File: src/rtl/mux_pkg.sv
// Shared definitions for the N-channel to 1-output mux/arbiter.
//   MODE_FIXED / MODE_RR : operating mode constants for the MODE parameter
//   out_state_e          : output stage state (EMPTY / FULL)
//   clog2()              : ceiling log2, minimum result 1, used to size selects
package mux_pkg;

  localparam int MODE_FIXED = 32'sd0;
  localparam int MODE_RR    = 32'sd1;

  typedef enum logic {
    ST_EMPTY = 1'b0,
    ST_FULL  = 1'b1
  } out_state_e;

  function automatic int clog2(input int n);
    int r;
    r = 32'sd1;
    for (int i = 1; i < 31; i++) begin
      if ((32'sd1 << i) < n) begin
        r = i + 32'sd1;
      end else begin
        r = r;
      end
    end
    return r;
  endfunction

endpackage

File: src/rtl/mux_arb_nch_1out_rr_arbiter.sv
// Round-robin priority selector (purely combinational).
//   req       : per-channel request vector
//   ptr       : channel that currently has highest priority
//   gnt_valid : at least one request is present
//   gnt_idx   : first requesting channel scanning ptr, ptr+1, ... (mod N_CH)
module rr_arbiter
  import mux_pkg::*;
#(
  parameter int N_CH = 4
) (
  input  logic [N_CH-1:0]          req,
  input  logic [clog2(N_CH)-1:0]   ptr,
  output logic                     gnt_valid,
  output logic [clog2(N_CH)-1:0]   gnt_idx
);

  localparam int SEL_W = clog2(N_CH);
  localparam int PAD_N = 32'sd1 << SEL_W;

  logic [PAD_N-1:0] req_pad_s;

  // Zero-extend req so any SEL_W-bit index is in range.
  always_comb begin
    req_pad_s = '0;
    req_pad_s[N_CH-1:0] = req;
  end

  // Scan from the farthest offset down to ptr so the closest requester wins.
  always_comb begin
    int idx;
    gnt_valid = 1'b0;
    gnt_idx   = '0;
    for (int i = N_CH - 1; i >= 0; i--) begin
      idx = (int'(ptr) + i) % N_CH;
      if (req_pad_s[SEL_W'(idx)]) begin
        gnt_valid = 1'b1;
        gnt_idx   = SEL_W'(idx);
      end else begin
        gnt_valid = gnt_valid;
      end
    end
  end

endmodule

File: src/rtl/mux_arb_nch_1out.sv
// N-channel to 1-output multiplexer with a one-word registered output stage.
//   clk, rst          : clock, synchronous active-high reset
//   I, I_valid, I_ready : upstream channels (channel k at I[k*W +: W])
//   sel               : channel select (MODE_FIXED only)
//   Q, Q_valid, Q_ready : registered downstream handshake
//   Q_ch              : index of the channel that sourced Q
module mux_arb_nch_1out
  import mux_pkg::*;
#(
  parameter int N_CH = 4,
  parameter int W    = 1,
  parameter int MODE = MODE_FIXED
) (
  input  logic                   clk,
  input  logic                   rst,
  input  logic [N_CH*W-1:0]      I,
  input  logic [N_CH-1:0]        I_valid,
  output logic [N_CH-1:0]        I_ready,
  input  logic [clog2(N_CH)-1:0] sel,
  output logic [W-1:0]           Q,
  output logic                   Q_valid,
  input  logic                   Q_ready,
  output logic [clog2(N_CH)-1:0] Q_ch
);

  localparam int SEL_W = clog2(N_CH);
  localparam int PAD_N = 32'sd1 << SEL_W;

  out_state_e       state_q, state_d;
  logic [W-1:0]     q_q, q_d;
  logic [SEL_W-1:0] ch_q, ch_d;
  logic [SEL_W-1:0] ptr_q, ptr_d;

  logic [PAD_N-1:0] valid_pad_s;
  logic             rr_gnt_valid_s;
  logic [SEL_W-1:0] rr_gnt_idx_s;
  logic             gnt_valid_s;
  logic [SEL_W-1:0] gnt_idx_s;
  logic             load_s;
  logic             accept_s;
  logic [W-1:0]     din_s;

  rr_arbiter #(.N_CH(N_CH)) u_rr (
    .req       (I_valid),
    .ptr       (ptr_q),
    .gnt_valid (rr_gnt_valid_s),
    .gnt_idx   (rr_gnt_idx_s)
  );

  // Zero-extend I_valid so an out-of-range sel reads as "no request".
  always_comb begin
    valid_pad_s = '0;
    valid_pad_s[N_CH-1:0] = I_valid;
  end

  // Grant source depends on mode; load when empty or the held word drains.
  always_comb begin
    if (MODE == MODE_RR) begin
      gnt_valid_s = rr_gnt_valid_s;
      gnt_idx_s   = rr_gnt_idx_s;
    end else begin
      gnt_valid_s = valid_pad_s[sel];
      gnt_idx_s   = sel;
    end
    load_s   = (state_q == ST_EMPTY) || ((state_q == ST_FULL) && Q_ready);
    accept_s = load_s && gnt_valid_s && !rst;
  end

  // One-hot ready and data mux on the granted channel.
  always_comb begin
    I_ready = '0;
    din_s   = '0;
    for (int k = 0; k < N_CH; k++) begin
      if (gnt_idx_s == SEL_W'(k)) begin
        I_ready[k] = accept_s;
        din_s      = I[k*W +: W];
      end else begin
        I_ready[k] = 1'b0;
      end
    end
  end

  // Next-state for the output stage and round-robin pointer.
  always_comb begin
    state_d = state_q;
    q_d     = q_q;
    ch_d    = ch_q;
    ptr_d   = ptr_q;
    if (load_s) begin
      if (accept_s) begin
        state_d = ST_FULL;
        q_d     = din_s;
        ch_d    = gnt_idx_s;
        if (MODE == MODE_RR) begin
          ptr_d = (gnt_idx_s == SEL_W'(N_CH - 1)) ? '0 : gnt_idx_s + SEL_W'(1);
        end else begin
          ptr_d = '0;
        end
      end else begin
        // Empty slot with nothing granted: Q and Q_ch keep their old values.
        state_d = ST_EMPTY;
      end
    end else begin
      state_d = state_q;
    end
  end

  // Output stage state machine and pointer register.
  always_ff @(posedge clk) begin
    if (rst) begin
      state_q <= ST_EMPTY;
      q_q     <= '0;
      ch_q    <= '0;
      ptr_q   <= '0;
    end else begin
      state_q <= state_d;
      q_q     <= q_d;
      ch_q    <= ch_d;
      ptr_q   <= ptr_d;
    end
  end

  assign Q       = q_q;
  assign Q_ch    = ch_q;
  assign Q_valid = (state_q == ST_FULL);

endmodule

File: config.mk
export PLATFORM = sky130hd
export DESIGN_NAME = mux_arb_nch_1out
export DESIGN_NICKNAME = d
export VERILOG_FILES = /design/src/rtl/mux_pkg.sv /design/src/rtl/mux_arb_nch_1out_rr_arbiter.sv /design/src/rtl/mux_arb_nch_1out.sv
export SDC_FILE = /design/constraint.sdc
export NUM_CORES = 1
export LEC_CHECK = 0
export CAP_MARGIN = 20
export CORE_AREA = 2 2 39 41
export DETAILED_ROUTE_END_ITERATION = 6
export DIE_AREA = 0 0 41 43
export SYNTH_ARGS = -nofsm -noshare
export SYNTH_HDL_FRONTEND = slang
export SYNTH_SLANG_ARGS = --single-unit
File: constraint.sdc
create_clock -name clk -period 2.2 [get_ports clk]
set_clock_uncertainty 0.15 [all_clocks]
set_input_delay 0.66 -clock clk [delete_from_list [all_inputs] [get_ports clk]]
set_output_delay 0.66 -clock clk [all_outputs]
set_load 0.005 [all_outputs]
==> key figures, run 1 <==
Floorplanning
  • Cell Rows: 14
  • Initial Util: 20.5%
  • # IOs: 21
  • Die width: between 40 and 50 um
  • Core box area: around 1400 sq um
  • Die H: around 43 um
  • Die area: 1760 sq um

Final layout
  • Layout cells sized above 1: roughly 48%
  • Layout area overhead: 110%
  • Final Util: between 40% and 50%
  • Design Area, Final: just under 600 sq um
  • Fin cells: just under 80
  • Fin nets: 78
  • # diodes: 0
  • Multi-input gate area: between 200 and 250 sq um
  • Area taken by flip-flops and latches: ~80 sq um
  • Fill count: 151

Drt
  • DRT iter0 DRCs: 5
  • Vias: 360
  • 1st-pass router iterations: 4
  • DR DRC count: 0
  • Post-route ant nets: 0
  • Post-Route WL: roughly 780 um
  • Routed len/inst: around 9.8 um
  • Via density: 4.56

Critical path
  • Worst EP required: ~1.4 ns
  • Crit path DAT: 1.36 ns
  • Worst Path Max Fanout: 3
  • Flop-to-flop setup slack: approximately 0.98 ns
  • Setup CP Type: in2out
  • Setup crit start kind: primary input
  • Setup crit end kind: primary output

CTS
  • Bufs on Longest Clock Path: 2
  • Worst-path clk slew: approximately 0.030 ns
  • CTS Sinks: 4
  • CTS tree: done
  • H-tree depth: 1
  • Worst skew pair latency: 0.23 ns
  • Root Buffer: clkbuf_4
  • Number of CTS-inserted buffers: 3
  • # hold bufs at CTS: 0

Power and ir drop
  • Worst vdd ir: between 0.15 and 0.2 mV
  • P_leak: around 0.27 nW
  • P per Cell Area: between 400 and 500 nW/um^2

Placement
  • DP Area: around 560 sq um
  • RD Place Congestion: roughly 0.74
  • Port bufs: 20
  • DP Cell Count: just over 70
  • Hpwl dp: approximately 610 um

Worst hold path
  • Worst hold path type: reg2reg

Timing
  • Worst-Margin Slew: about 0.36 ns
  • Max-slew violation count: 0
  • Final min period: between 2 and 2.5 ns
  • Slew margin rel.: between 70% and 80%
  • FMAX: between 0.4 and 0.5 GHz
  • Tcrit/Tclk final: around 99%
  • TNS Setup: 0 ns
  • Hold Vio Cnt, Final: 0
  • Final setup vio count: 0

Synth
  • Top cells by area, synth: dfxtp_1 (28%), mux4_1 (9.3%), mux2_2 (7.9%)
  • Number of synthesized register bits: 4
  • EDFF count, synth: 0
  • FFs w/ async S/R, synth: 0%
  • Synthesized cell area: between 200 and 300 sq um
  • Share of the synthesized area in the top cell type: between 20% and 30%
  • Mapped Cells: 29
  • Dominant cell by count in the synthesized netlist: nor2_1
  • Seq/Total Area, Yosys: roughly 28%
  • Mean Syn Cell Area: 9.79 sq um
  • Ys Warns: 0
  • Main synth FF type: dfxtp_1
  • Yosys cell types: 18
  • Post-synth top area cell: dfxtp_1
  • Synth top cells by count: nor2_1 (6), dfxtp_1 (4), mux2_2 (2), nand2b_1 (2), nor2b_1 (2)
  • Net Count, Synth: 42

GRT
  • Initial antenna violation count: 0
  • Total track usage: approximately 11%
  • Gr ovfl total: 0
  • Number of global-route vias before repair: between 300 and 400
  • First-pass GRT wire length: approximately 1.4 mm
  • Largest net degree at the start of global routing: 7

Outcome
  • Status: finished clean

Job
  • Max Cap Viol: 0
-- stage by stage --
step                      power, mW  worst slack [ns]  hold WS (ns)
after global routing          0.283           -0.0132         0.354
after floorplan               0.112             0.126         0.323
after detailed placement      0.169            -0.832         0.317
after CTS                     0.264            0.0126         0.325
final                         0.260            0.0259         0.319
after global placement        0.168            -0.845         0.319
-- per-layer routing --
layer | GRT usage [%] | vias to the layer above | routed length (um)
met2 | 17.2 | 13 | 425
li1 | - | 183 | -
met5 | 0 | - | 0
met1 | 13.7 | 164 | 303
met4 | 4.00 | 0 | 0
met3 | 3.66 | 0 | 47
-- path summary, 6_finish.rpt --
path / start / end / cells past startpoint
setup / recovery: Q_ready / I_ready[1] / 6
hold / removal: Q_ch[1] / Q_ch[1] / 1
setup reg to reg: Q_valid / Q / 4
hold reg to reg: Q_ch[1] / Q_ch[1] / 1
-- where the power goes --
group | switching [mW] | internal, mW | total (mW)
clock network | 0.0281 | 0.0609 | 0.0890
registers | 0.00310 | 0.0794 | 0.0825
logic | 0.0297 | 0.0592 | 0.0890
-- state kept, by name (all words and copies together) (netlist names) --
signal / flops
Q_valid: 1
Q: 1
Q_ch: 2
-- cells by family (layout without fill, tap and decap cells) --
kind of cell    Yosys count  in the layout  synth area share, %
compound gates            3              3                 8.37
buf+inv                   1             35                 1.32
flops                     4              4                 28.2
mux                       4              4                 25.1
simple gates             17             17                 37.0
-- worst max-delay path: stages --
cell,delay [ns]
buf_2,0.12
nor2b_4,0.12
buf_6,0.12
nor2_4,0.03
and4b_2,0.20
buf_2,0.12
-- placed cells by master, fill, tap and decap left out, types with 2 or more instances in the layout --
cell type,instances
mux2_2,2
buf_2,7
dfxtp_1,4
clkdlybuf4s50_1,8
nor2_1,5
clkbuf_4,3
buf_4,9
dlygate4sd2_1,5
nand2b_1,2
buf_6,2
-- area by class of cell --
type                       instances  area share [%]
tap                               16            3.36
timing repair buffer              31            41.8
clock buffer                       3            3.78
sequential                         4            13.4
multi-input combinational         24            37.0
inverter                           1           0.630
-- timing repair --
action,in CTS,in global routing
gates resized for setup,38,2
setup endpoints to repair,6,1
setup buffers,4,0
pin swaps,3,0
Power figures use the tool's default switching activity.
==> inputs of run 2 (changes only) <==
GPL_ROUTABILITY_DRIVEN = 0   (was unset)
clock period = 2.59 ns   (was 2.2 ns; I/O delays follow)
==> key figures, run 2 (same netlist as run 1, synthesis figures left out) <==
Critical path
  • Setup crit end kind: primary output
  • Crit path max-delay family: simple AND/OR/NAND/NOR gates
  • Worst Path Max Fanout: 2
  • R2R cell count: 4
  • Slowest cell delay on critical path: about 0.39 ns
  • Reg-to-reg endpoint: Q_ch[0]
  • Slowest CP cell: or3_4
  • Worst R2R Start: Q_valid
  • Setup crit start kind: primary input
  • Setup CP Type: in2out
  • Flop-to-flop setup slack: roughly 1.4 ns
  • Crit path DAT: 1.61 ns
  • Worst EP required: between 1.5 and 2 ns
  • CP cell instances: dlygate4sd2_1 > or3_4 > nor2_1 > buf_2
  • Count of buffer and inverter cells on the critical path: 2

Timing
  • Slew margin rel.: between 70% and 80%
  • Max-slew violation count: 0
  • Hold Vio Cnt, Final: 0
  • FMAX: slightly below 0.4 GHz
  • RSZ-0062 raised after global routing: false
  • Final worst setup slack: 0.0492 ns
  • Tcrit/Tclk final: 98.1%
  • Worst-Margin Slew: 0.345 ns
  • Final min period: approximately 2.5 ns
  • Final setup vio count: 0

Drt
  • DR DRC count: 0
  • Vias: 333
  • Via density: between 4 and 5
  • Post-Route WL: ~700 um
  • Post-route ant nets: 0
  • DRT iter0 DRCs: 0
  • 1st-pass router iterations: 1
  • Routed len/inst: between 9 and 10 um

Final layout
  • Largest register FFs: 2
  • Final Util: about two fifths
  • Most frequent cells in the layout: clkdlybuf4s50_1 (12), buf_4 (6), nor2_1 (5)
  • Layout cells sized above 1: between 30% and 40%
  • # diodes: 0
  • Most common cell after layout, fill and taps aside: clkdlybuf4s50_1
  • Layout area overhead: 97.4%
  • Fin nets: 73

CTS
  • CTS tree: done
  • Bufs on Longest Clock Path: 2
  • H-tree depth: 1
  • Root Buffer: clkbuf_4
  • CTS Sinks: 4
  • Number of CTS-inserted buffers: 3
  • Worst-path clk slew: roughly 0.03 ns
  • Worst skew pair latency: roughly 0.23 ns

GRT
  • Initial antenna violation count: 0
  • Total track usage: 10.6%
  • First-pass GRT wire length: around 1.3 mm
  • Gr ovfl total: 0
  • Largest net degree at the start of global routing: 7
  • Number of global-route vias before repair: ~330

Worst hold path
  • Cells on Worst Hold Path: 1
  • Worst hold path type: reg2reg
  • Hold endpoint: Q_ch[1]
  • Hold Crit Start: Q_ch[1]

Power and ir drop
  • Worst vdd ir: ~0.17 mV
  • P_leak: around 0.24 nW
  • Combinational share of power: a little under a third
  • Power Internal: between 0.15 and 0.2 mW
  • Psw: roughly 0.050 mW
  • P per Cell Area: between 300 and 400 nW/um^2
  • Switching Share: a little under a quarter
  • Flop pwr share: ~33%
  • Clk pwr share: 35.4%

Floorplanning
  • # IOs: 21
  • Core box area: approximately 1400 sq um
  • Die area: roughly 1800 sq um
  • Initial Util: 20.5%
  • Cell Rows: 14
  • Die H: 43 um
  • Die width: about 41 um

Job
  • Max Cap Viol: 0

Outcome
  • Status: finished clean

Placement
  • Hpwl dp: between 600 and 700 um
  • DP Worst Slack: -0.680 ns
  • Port bufs: 20
run 2: how the worst max path moves through the flow:
stage                     startpoint          to  slack, ns  cells past startpoint
final                         sel[0]  I_ready[0]       0.05                      4
after global routing         Q_ready  I_ready[1]      0.003                      6
after CTS                        rst  I_ready[1]       0.03                      5
after detailed placement     Q_ready  I_ready[0]      -0.68                      5
after global placement       Q_ready  I_ready[0]      -0.69                      5
after floorplan               sel[0]  I_ready[0]       0.28                      2
run 2: final cells by class:
class / count / area, sq um
multi-input combinational: 24 / 213
clock buffer: 3 / 22.5
timing repair buffer: 26 / 221
sequential: 4 / 80.1
fill: 153 / 823
inverter: 1 / 3.75
tap: 16 / 20.0
run 2: worst register-to-register path: cells and delay by family (launching register included):
kind	cells	cell delay [ns]
AO/OA/AOI/OAI	1	0.28
buffers and inverters	1	0.14
flip-flops	1	0.31
AND/OR/NAND/NOR	2	0.24
run 2: stage by stage:
| stage | power [mW] | hold WS, ns | instance area, sq um | instances | setup TNS (ns) |
|---|---|---|---|---|---|
| floorplan | 0.0952 | 0.323 | 284 | 29 | 0 |
| global placement | 0.141 | 0.319 | 549 | 71 | -2.67 |
| detailed placement | 0.141 | 0.317 | 549 | 71 | -2.61 |
| CTS | 0.219 | 0.325 | 556 | 74 | 0 |
| global route | 0.232 | 0.354 | 561 | 74 | 0 |
| finish | 0.215 | 0.320 | 561 | 74 | 0 |
run 2: power by group through the flow:
stage	Clock, mW	Sequential [mW]	Combinational, mW
3_3_place_gp	0	0.0713	0.0699
3_5_place_dp	0	0.0713	0.0700
2_1_floorplan	0	0.0716	0.0236
4_1_cts	0.0805	0.0703	0.0684
6_report	0.0761	0.0703	0.0683
5_1_grt	0.0862	0.0708	0.0746
run 2: timing repair:
action	in CTS	in global routing
endpoints found under the setup margin	4	2
setup buffers	0	0
pin swaps	2	0
gates resized for setup	24	1
hold buffers	0	0
run 2: per-layer routing:
| metal | track usage, % | share of wire, % | up-vias |
|---|---|---|---|
| met3 | 3.66 | 6.3 | 0 |
| met4 | 6.00 | 0 | 0 |
| li1 | - | - | 172 |
| met5 | 0 | 0 | - |
| met1 | 12.7 | 41 | 148 |
| met2 | 15.6 | 52 | 13 |
